==> config.mk <==
export PLATFORM = sky130hd
export DESIGN_NAME = fir_tpose_param
export DESIGN_NICKNAME = d
export VERILOG_FILES = /design/src/rtl/fir_pkg.sv /design/src/rtl/fir_tpose_param_tap.sv /design/src/rtl/fir_tpose_param.sv
export SDC_FILE = /design/constraint.sdc
export NUM_CORES = 2
export LEC_CHECK = 0
export CORE_AREA = 2 2 245 271
export DETAILED_ROUTE_END_ITERATION = 16
export DIE_AREA = 0 0 247 273
export PLACE_DENSITY = 0.74
export SYNTH_ARGS = -nofsm -noshare
export SYNTH_HDL_FRONTEND = slang
export SYNTH_HIERARCHICAL = 1
export SYNTH_SLANG_ARGS = --single-unit
==> constraint.sdc <==
create_clock -name i_clk -period 6.1 [get_ports i_clk]
set_input_delay 1.525 -clock i_clk [delete_from_list [all_inputs] [get_ports i_clk]]
set_output_delay 1.525 -clock i_clk [all_outputs]
set_load 0.02 [all_outputs]
==> src/rtl/fir_pkg.sv <==
// Shared constants, types and arithmetic helpers
// for the parametrised transposed-form FIR.
package fir_pkg;

  localparam int FIR_ADDR_W = 6;

  typedef enum logic {
    ST_FILL,
    ST_RUN
  } fir_st_e;

  function automatic int fir_clog2(input int n);
    int r;
    r = 0;
    while ((1 << r) < n) r = r + 1;
    return r;
  endfunction

  function automatic int fir_acc_w(
    input int dw,
    input int cw,
    input int nt
  );
    return dw + cw + fir_clog2(nt);
  endfunction

  // Round half up, then arithmetic shift.
  function automatic logic signed [63:0] fir_round(
    input logic signed [63:0] acc,
    input int                 sh
  );
    logic signed [63:0] t;
    t = acc;
    if (sh > 0) t = t + (64'sd1 <<< (sh - 1));
    return t >>> sh;
  endfunction

  function automatic logic signed [63:0] fir_lim(
    input int   ow,
    input logic hi
  );
    logic signed [63:0] m;
    m = 64'sd1 <<< (ow - 1);
    return hi ? (m - 64'sd1) : -m;
  endfunction

endpackage

==> src/rtl/fir_tpose_param_tap.sv <==
// One transposed-form stage:
// R_out <= x*b + R_in, with enable and sync clear.
module fir_tap
  import fir_pkg::*;
#(
  parameter int DW    = 8,
  parameter int CW    = 8,
  parameter int ACC_W = 18
) (
  input  logic                    i_clk,
  input  logic                    i_rst,
  input  logic                    i_en,
  input  logic                    i_clr,
  input  logic signed [DW-1:0]    i_x,
  input  logic signed [CW-1:0]    i_b,
  input  logic signed [ACC_W-1:0] i_r,
  output logic signed [ACC_W-1:0] o_r
);

  logic signed [ACC_W-1:0] r_acc;
  logic signed [ACC_W-1:0] w_prod;

  assign w_prod = ACC_W'(i_x) * ACC_W'(i_b);

  always_ff @(posedge i_clk or posedge i_rst) begin
    if (i_rst) begin
      r_acc <= '0;
    end else if (i_clr) begin
      r_acc <= '0;
    end else if (i_en) begin
      r_acc <= w_prod + i_r;
    end
  end

  assign o_r = r_acc;

endmodule

==> src/rtl/fir_tpose_param.sv <==
// Transposed-form FIR: coefficient bank, tap-0 MAC,
// round/saturate output stage and priming FSM.
module fir_tpose_param
  import fir_pkg::*;
#(
  parameter int NTAPS     = 7,
  parameter int DW        = 8,
  parameter int CW        = 8,
  parameter int OW        = 16,
  parameter int OUT_SHIFT = 6
) (
  input  logic                  i_clk,
  input  logic                  i_rst,
  input  logic                  i_clear,
  input  logic                  i_in_valid,
  input  logic signed [DW-1:0]  i_xin,
  input  logic                  i_coef_we,
  input  logic [FIR_ADDR_W-1:0] i_coef_addr,
  input  logic signed [CW-1:0]  i_coef_data,
  output logic                  o_out_valid,
  output logic signed [OW-1:0]  o_yout,
  output logic                  o_sat
);

  localparam int ACC_W = fir_acc_w(DW, CW, NTAPS);
  localparam int CNT_W = fir_clog2(NTAPS);
  localparam logic [CNT_W-1:0] CNT_LAST = CNT_W'(NTAPS - 1);
  localparam logic signed [63:0] LIM_HI = fir_lim(OW, 1'b1);
  localparam logic signed [63:0] LIM_LO = fir_lim(OW, 1'b0);
  localparam logic signed [OW-1:0] Y_MAX = {1'b0, {(OW-1){1'b1}}};
  localparam logic signed [OW-1:0] Y_MIN = {1'b1, {(OW-1){1'b0}}};

  logic signed [CW-1:0]    r_coef [NTAPS];
  logic signed [ACC_W-1:0] w_r [1:NTAPS];
  logic signed [ACC_W-1:0] w_acc;
  logic signed [63:0]      w_rnd;
  logic signed [OW-1:0]    w_y;
  logic                    w_hi;
  logic                    w_lo;
  logic                    w_en;

  fir_st_e          r_st;
  fir_st_e          w_st_nx;
  logic [CNT_W-1:0] r_cnt;
  logic [CNT_W-1:0] w_cnt_nx;
  logic             w_vld_nx;

  logic                 r_vld;
  logic signed [OW-1:0] r_yout;
  logic                 r_sat;

  assign w_en = i_in_valid & ~i_clear;

  always_ff @(posedge i_clk or posedge i_rst) begin
    if (i_rst) begin
      for (int k = 0; k < NTAPS; k++) r_coef[k] <= '0;
    end else if (i_coef_we) begin
      for (int k = 0; k < NTAPS; k++) begin
        if (i_coef_addr == FIR_ADDR_W'(k)) r_coef[k] <= i_coef_data;
      end
    end
  end

  assign w_r[NTAPS] = '0;

  for (genvar k = 1; k < NTAPS; k++) begin : g_tap
    fir_tap #(
      .DW   (DW),
      .CW   (CW),
      .ACC_W(ACC_W)
    ) u_tap (
      .i_clk(i_clk),
      .i_rst(i_rst),
      .i_en (w_en),
      .i_clr(i_clear),
      .i_x  (i_xin),
      .i_b  (r_coef[k]),
      .i_r  (w_r[k+1]),
      .o_r  (w_r[k])
    );
  end

  assign w_acc = ACC_W'(i_xin) * ACC_W'(r_coef[0]) + w_r[1];
  assign w_rnd = fir_round(64'(w_acc), OUT_SHIFT);
  assign w_hi  = w_rnd > LIM_HI;
  assign w_lo  = w_rnd < LIM_LO;
  assign w_y   = w_hi ? Y_MAX : (w_lo ? Y_MIN : w_rnd[OW-1:0]);

  always_ff @(posedge i_clk or posedge i_rst) begin
    if (i_rst) begin
      r_st  <= ST_FILL;
      r_cnt <= '0;
    end else begin
      r_st  <= w_st_nx;
      r_cnt <= w_cnt_nx;
    end
  end

  // The NTAPS-th accept after a flush fills every tap and is the first output.
  always_comb begin
    w_st_nx  = r_st;
    w_cnt_nx = r_cnt;
    w_vld_nx = 1'b0;
    if (i_clear) begin
      w_st_nx  = ST_FILL;
      w_cnt_nx = '0;
    end else if (i_in_valid) begin
      unique case (r_st)
        ST_FILL: begin
          if (r_cnt == CNT_LAST) begin
            w_st_nx  = ST_RUN;
            w_vld_nx = 1'b1;
          end else begin
            w_cnt_nx = r_cnt + 1'b1;
          end
        end
        ST_RUN: w_vld_nx = 1'b1;
        default: w_st_nx = ST_FILL;
      endcase
    end
  end

  always_ff @(posedge i_clk or posedge i_rst) begin
    if (i_rst) begin
      r_vld  <= 1'b0;
      r_yout <= '0;
      r_sat  <= 1'b0;
    end else begin
      r_vld <= w_vld_nx;
      if (w_en) begin
        r_yout <= w_y;
        r_sat  <= w_hi | w_lo;
      end
    end
  end

  assign o_out_valid = r_vld;
  assign o_yout      = r_yout;
  assign o_sat       = r_sat;

endmodule

==> flow_summary_export.csv <==
group,metric,value,unit
sta,tightest_slew,1.01,ns
detailed_routing,drt_first_pass_iters,5,
synthesis,synth.area.top_cells,"fa_1 37%, dfrtp_1 15%, ha_1 12%, inv_1 7.9%, and2_1 4.5%",
finish,num_antenna_cells,0,
worst_setup_path,critPathBufInv,5,
worst_setup_path,path_delay_family,"adder cells",
global_routing,grt_antenna_before_repair,4,
place,gp_congestion,0.861,
detailed_routing,vias_per_cell,5.15,
run,drv_cap,0,
global_routing,grt_pass1_wl,122,mm
synthesis,yosys.area.top_type,"fa_1",
clock_tree,cts_tree,"built",
synthesis,netlist_instances,3190,
sta,rsz0062_at_grt,"true",
synthesis,synthDistinctLibCells,85,
global_routing,overflow,0,
synthesis,syn_area_per_cell,10.0,µm²
clock_tree,clockBufferDepth,2,
die,die-area,0.0674,mm²
place,place_inst,4382,
detailed_routing,drtAntennaViolNets,0,
synthesis,synth.most_common_cell,"inv_1",
power_and_ir_drop,finalPower,17600,µW
synthesis,netlist_area,0.0320,mm²
detailed_routing,vias,22700,
power_and_ir_drop,vdd_ir_drop_max,0.712,mV
detailed_routing,routedWlPerCell,15.6,µm
die,row_count,98,
clock_tree,cts_sinks,190,
sta,finalCriticalPeriod,5.97,ns
synthesis,synth_top_area_share,36.7,%
detailed_routing,finalWirelength,69.0,mm
sta,fin_worst_skew,0.0130,ns
status,outcome,"completed",
min_path,hold_path.class,"reg -> reg",
sta,hold_viol,0,
worst_setup_path,critPathArrivalTime,6.34,ns
global_routing,grt_pass1_vias,25500,
clock_tree,cts_buffers,17,
place,dpl.hpwl,57.0,mm
synthesis,synthArstFlopShare,100,%
clock_tree,cts_root_buf,"clkbuf_16",
worst_setup_path,crit_fanout,15,
die,start_util,49.6,%
global_routing,track_usage,22.4,%
finish,final_cell_count_no_fill,4413,
synthesis,synth_edf_count,0,
die,coreArea,0.0646,mm²
synthesis,seq_area_frac_synth,14.8,%
global_routing,grt_max_degree,99,
worst_setup_path,critPathMaxStageDelay,0.53,ns
die,die_x,247,µm
worst_setup_path,crit_path_end_kind,"register",
sta,whs,0.488,ns
power_and_ir_drop,powerDensity,479,mW/mm²
clock_tree,path_clk_slew,0.07,ns
power_and_ir_drop,power.leakage,0.0194,µW
die,die_h,273,µm
detailed_routing,drc,0,
sta,max_clock_freq,0.167,GHz
worst_setup_path,crit_chain,"clkbuf_4 -> buf_8 -> nand2_1 -> fa_1 -> inv_1 -> fa_1 -> ha_1 -> fa_1 -> ha_1 -> inv_1 -> fa_2 -> buf_4 -> xnor2_4 -> nand2_2 -> a2111oi_4 -> nand4_4 -> nor4_4 -> nand4_1 -> xnor2_1 -> o21ai_1",
synthesis,yosys_warnings,6,
worst_setup_path,slowest_stage,"fa_1",
place,numPortBuffers,43,
worst_setup_path,crit_required,6.47,ns
detailed_routing,drt_iter0_drc,1081,
sta,setup_viol,0,
clock_tree,clk_latency,0.50,ns
synthesis,synthTopCellsByCount,"676 x inv_1, 588 x fa_1, 306 x ha_1",
finish,area_growth,14.8,%
synthesis,synth_flop_cell,"dfrtp_1",
die,ios,45,
synthesis,ys_ff_latch,190,
sta,slew_viol_final,0,
finish,drive_above_1_share,14.1,%
worst_setup_path,crit_path_frequent_cell,"fa_1",
clock_tree,htreeDepth,4,
sta,maxSlewHeadroom,32.4,%
worst_setup_path,cp-start-kind,"primary input",
sta,period_share,97.9,%
finish,final_nets,4473,
worst_setup_path,crit_type,"in -> reg",
-- report_power, final --
group	switching (µW)	leakage (µW)	internal, µW
Combinational	7350	0.0166	7140
Sequential	369	0.00255	1580
Clock	532	0.000292	660
Total	8250	0.0194	9380
-- layer usage --
metal	vias to the layer above	wire length, µm	global-route usage, %
met1	11500	29000	28.4
met4	0	1830	7.34
met2	479	35200	39.3
met3	122	2990	3.31
met5	-	0	0
li1	10600	-	-
-- state kept, by name, indices dropped and copies added, names as in the netlist --
signal	count
g_tap.u_tap/o_r	114
o_out_valid	1
o_yout	15
r_cnt	3
r_coef	56
r_st	1
-- area by class of cell --
| type | count | area [µm²] |
|---|---|---|
| multi-input combinational | 2285 | 24700 |
| inverter | 683 | 2570 |
| timing repair buffer | 375 | 3080 |
| tap | 850 | 1060 |
| clock buffer | 20 | 457 |
| fill | 5419 | 27800 |
| sequential | 190 | 4750 |
| clock inverter | 10 | 139 |
-- worst register-to-register path: cells and delay by family (launching register included) --
family,cells,cell delay [ns]
buffers and inverters,4,0.32
adders and majority gates,6,2.34
AOI/OAI and AO/OA,2,0.42
xor gates and xnor gates,2,0.34
DFF,1,0.58
and+or+nand+nor,7,1.19
-- cells in the final DEF (no fill, tap or decap), drive strengths merged, types with 58 or more instances in the layout --
master,count
dfrtp,190
and2,230
mux2i,64
nand2,247
buf,338
nor2,193
xnor2,100
ha,306
o21ai,64
a21oi,65
mux2,58
inv,676
fa,588
-- metrics by stage --
stage | worst slack, ns | cell area, µm² | util (%) | TNS (ns)
5_1_grt | -0.113 | 36800 | 56.9 | -0.185
6_report | 0.127 | 36800 | 56.9 | 0
4_1_cts | 0.0458 | 36600 | 56.6 | 0
3_5_place_dp | -0.476 | 36000 | 55.7 | -17.15
2_1_floorplan | -0.00221 | 32100 | - | -0.00221
3_3_place_gp | -0.401 | 36000 | 55.7 | -12.70
-- kinds of logic (layout without fill, tap and decap cells) --
kind of cell	after synthesis	in the layout	share of synthesized area (%)
AOI/OAI and AO/OA	302	302	7.13
muxes	122	122	4.05
and+or+nand+nor	814	814	12.9
other	1	20	0.0117
DFF	190	190	14.8
xor gates and xnor gates	133	133	3.66
adders and majority gates	894	894	48.7
buffers and inverters	734	1088	8.69
-- path summary, 6_finish.rpt --
| kind | startpoint | end | slack, ns | depth (start not counted) |
|---|---|---|---|---|
| worst max-delay path | i_xin[5] | o_yout[12]$_DFFE_PP0P_ | 0.13 | 20 |
| worst max register to register | r_coef[49]$_DFFE_PP0P_ | o_yout[12]$_DFFE_PP0P_ | 0.75 | 21 |
| worst min-delay path | o_yout[2]$_DFFE_PP0P_ | o_yout[2]$_DFFE_PP0P_ | 0.49 | 2 |
| min in group asynchronous | i_rst | g_tap[1].u_tap/o_r[0]$_DFFE_PP0P_ | 1.78 | 2 |
| max in group asynchronous | i_rst | r_coef[20]$_DFFE_PP0P_ | 3.37 | 3 |
| worst min register to register | o_yout[2]$_DFFE_PP0P_ | o_yout[2]$_DFFE_PP0P_ | 0.49 | 2 |
-- what timing repair did --
action | CTS | global route
hold buffers | 0 | 0
endpoints found under the setup margin | 0 | 33
gates resized for setup | 0 | 43
setup buffers | 0 | 1
No activity file was read; power rests on OpenSTA's default activity.
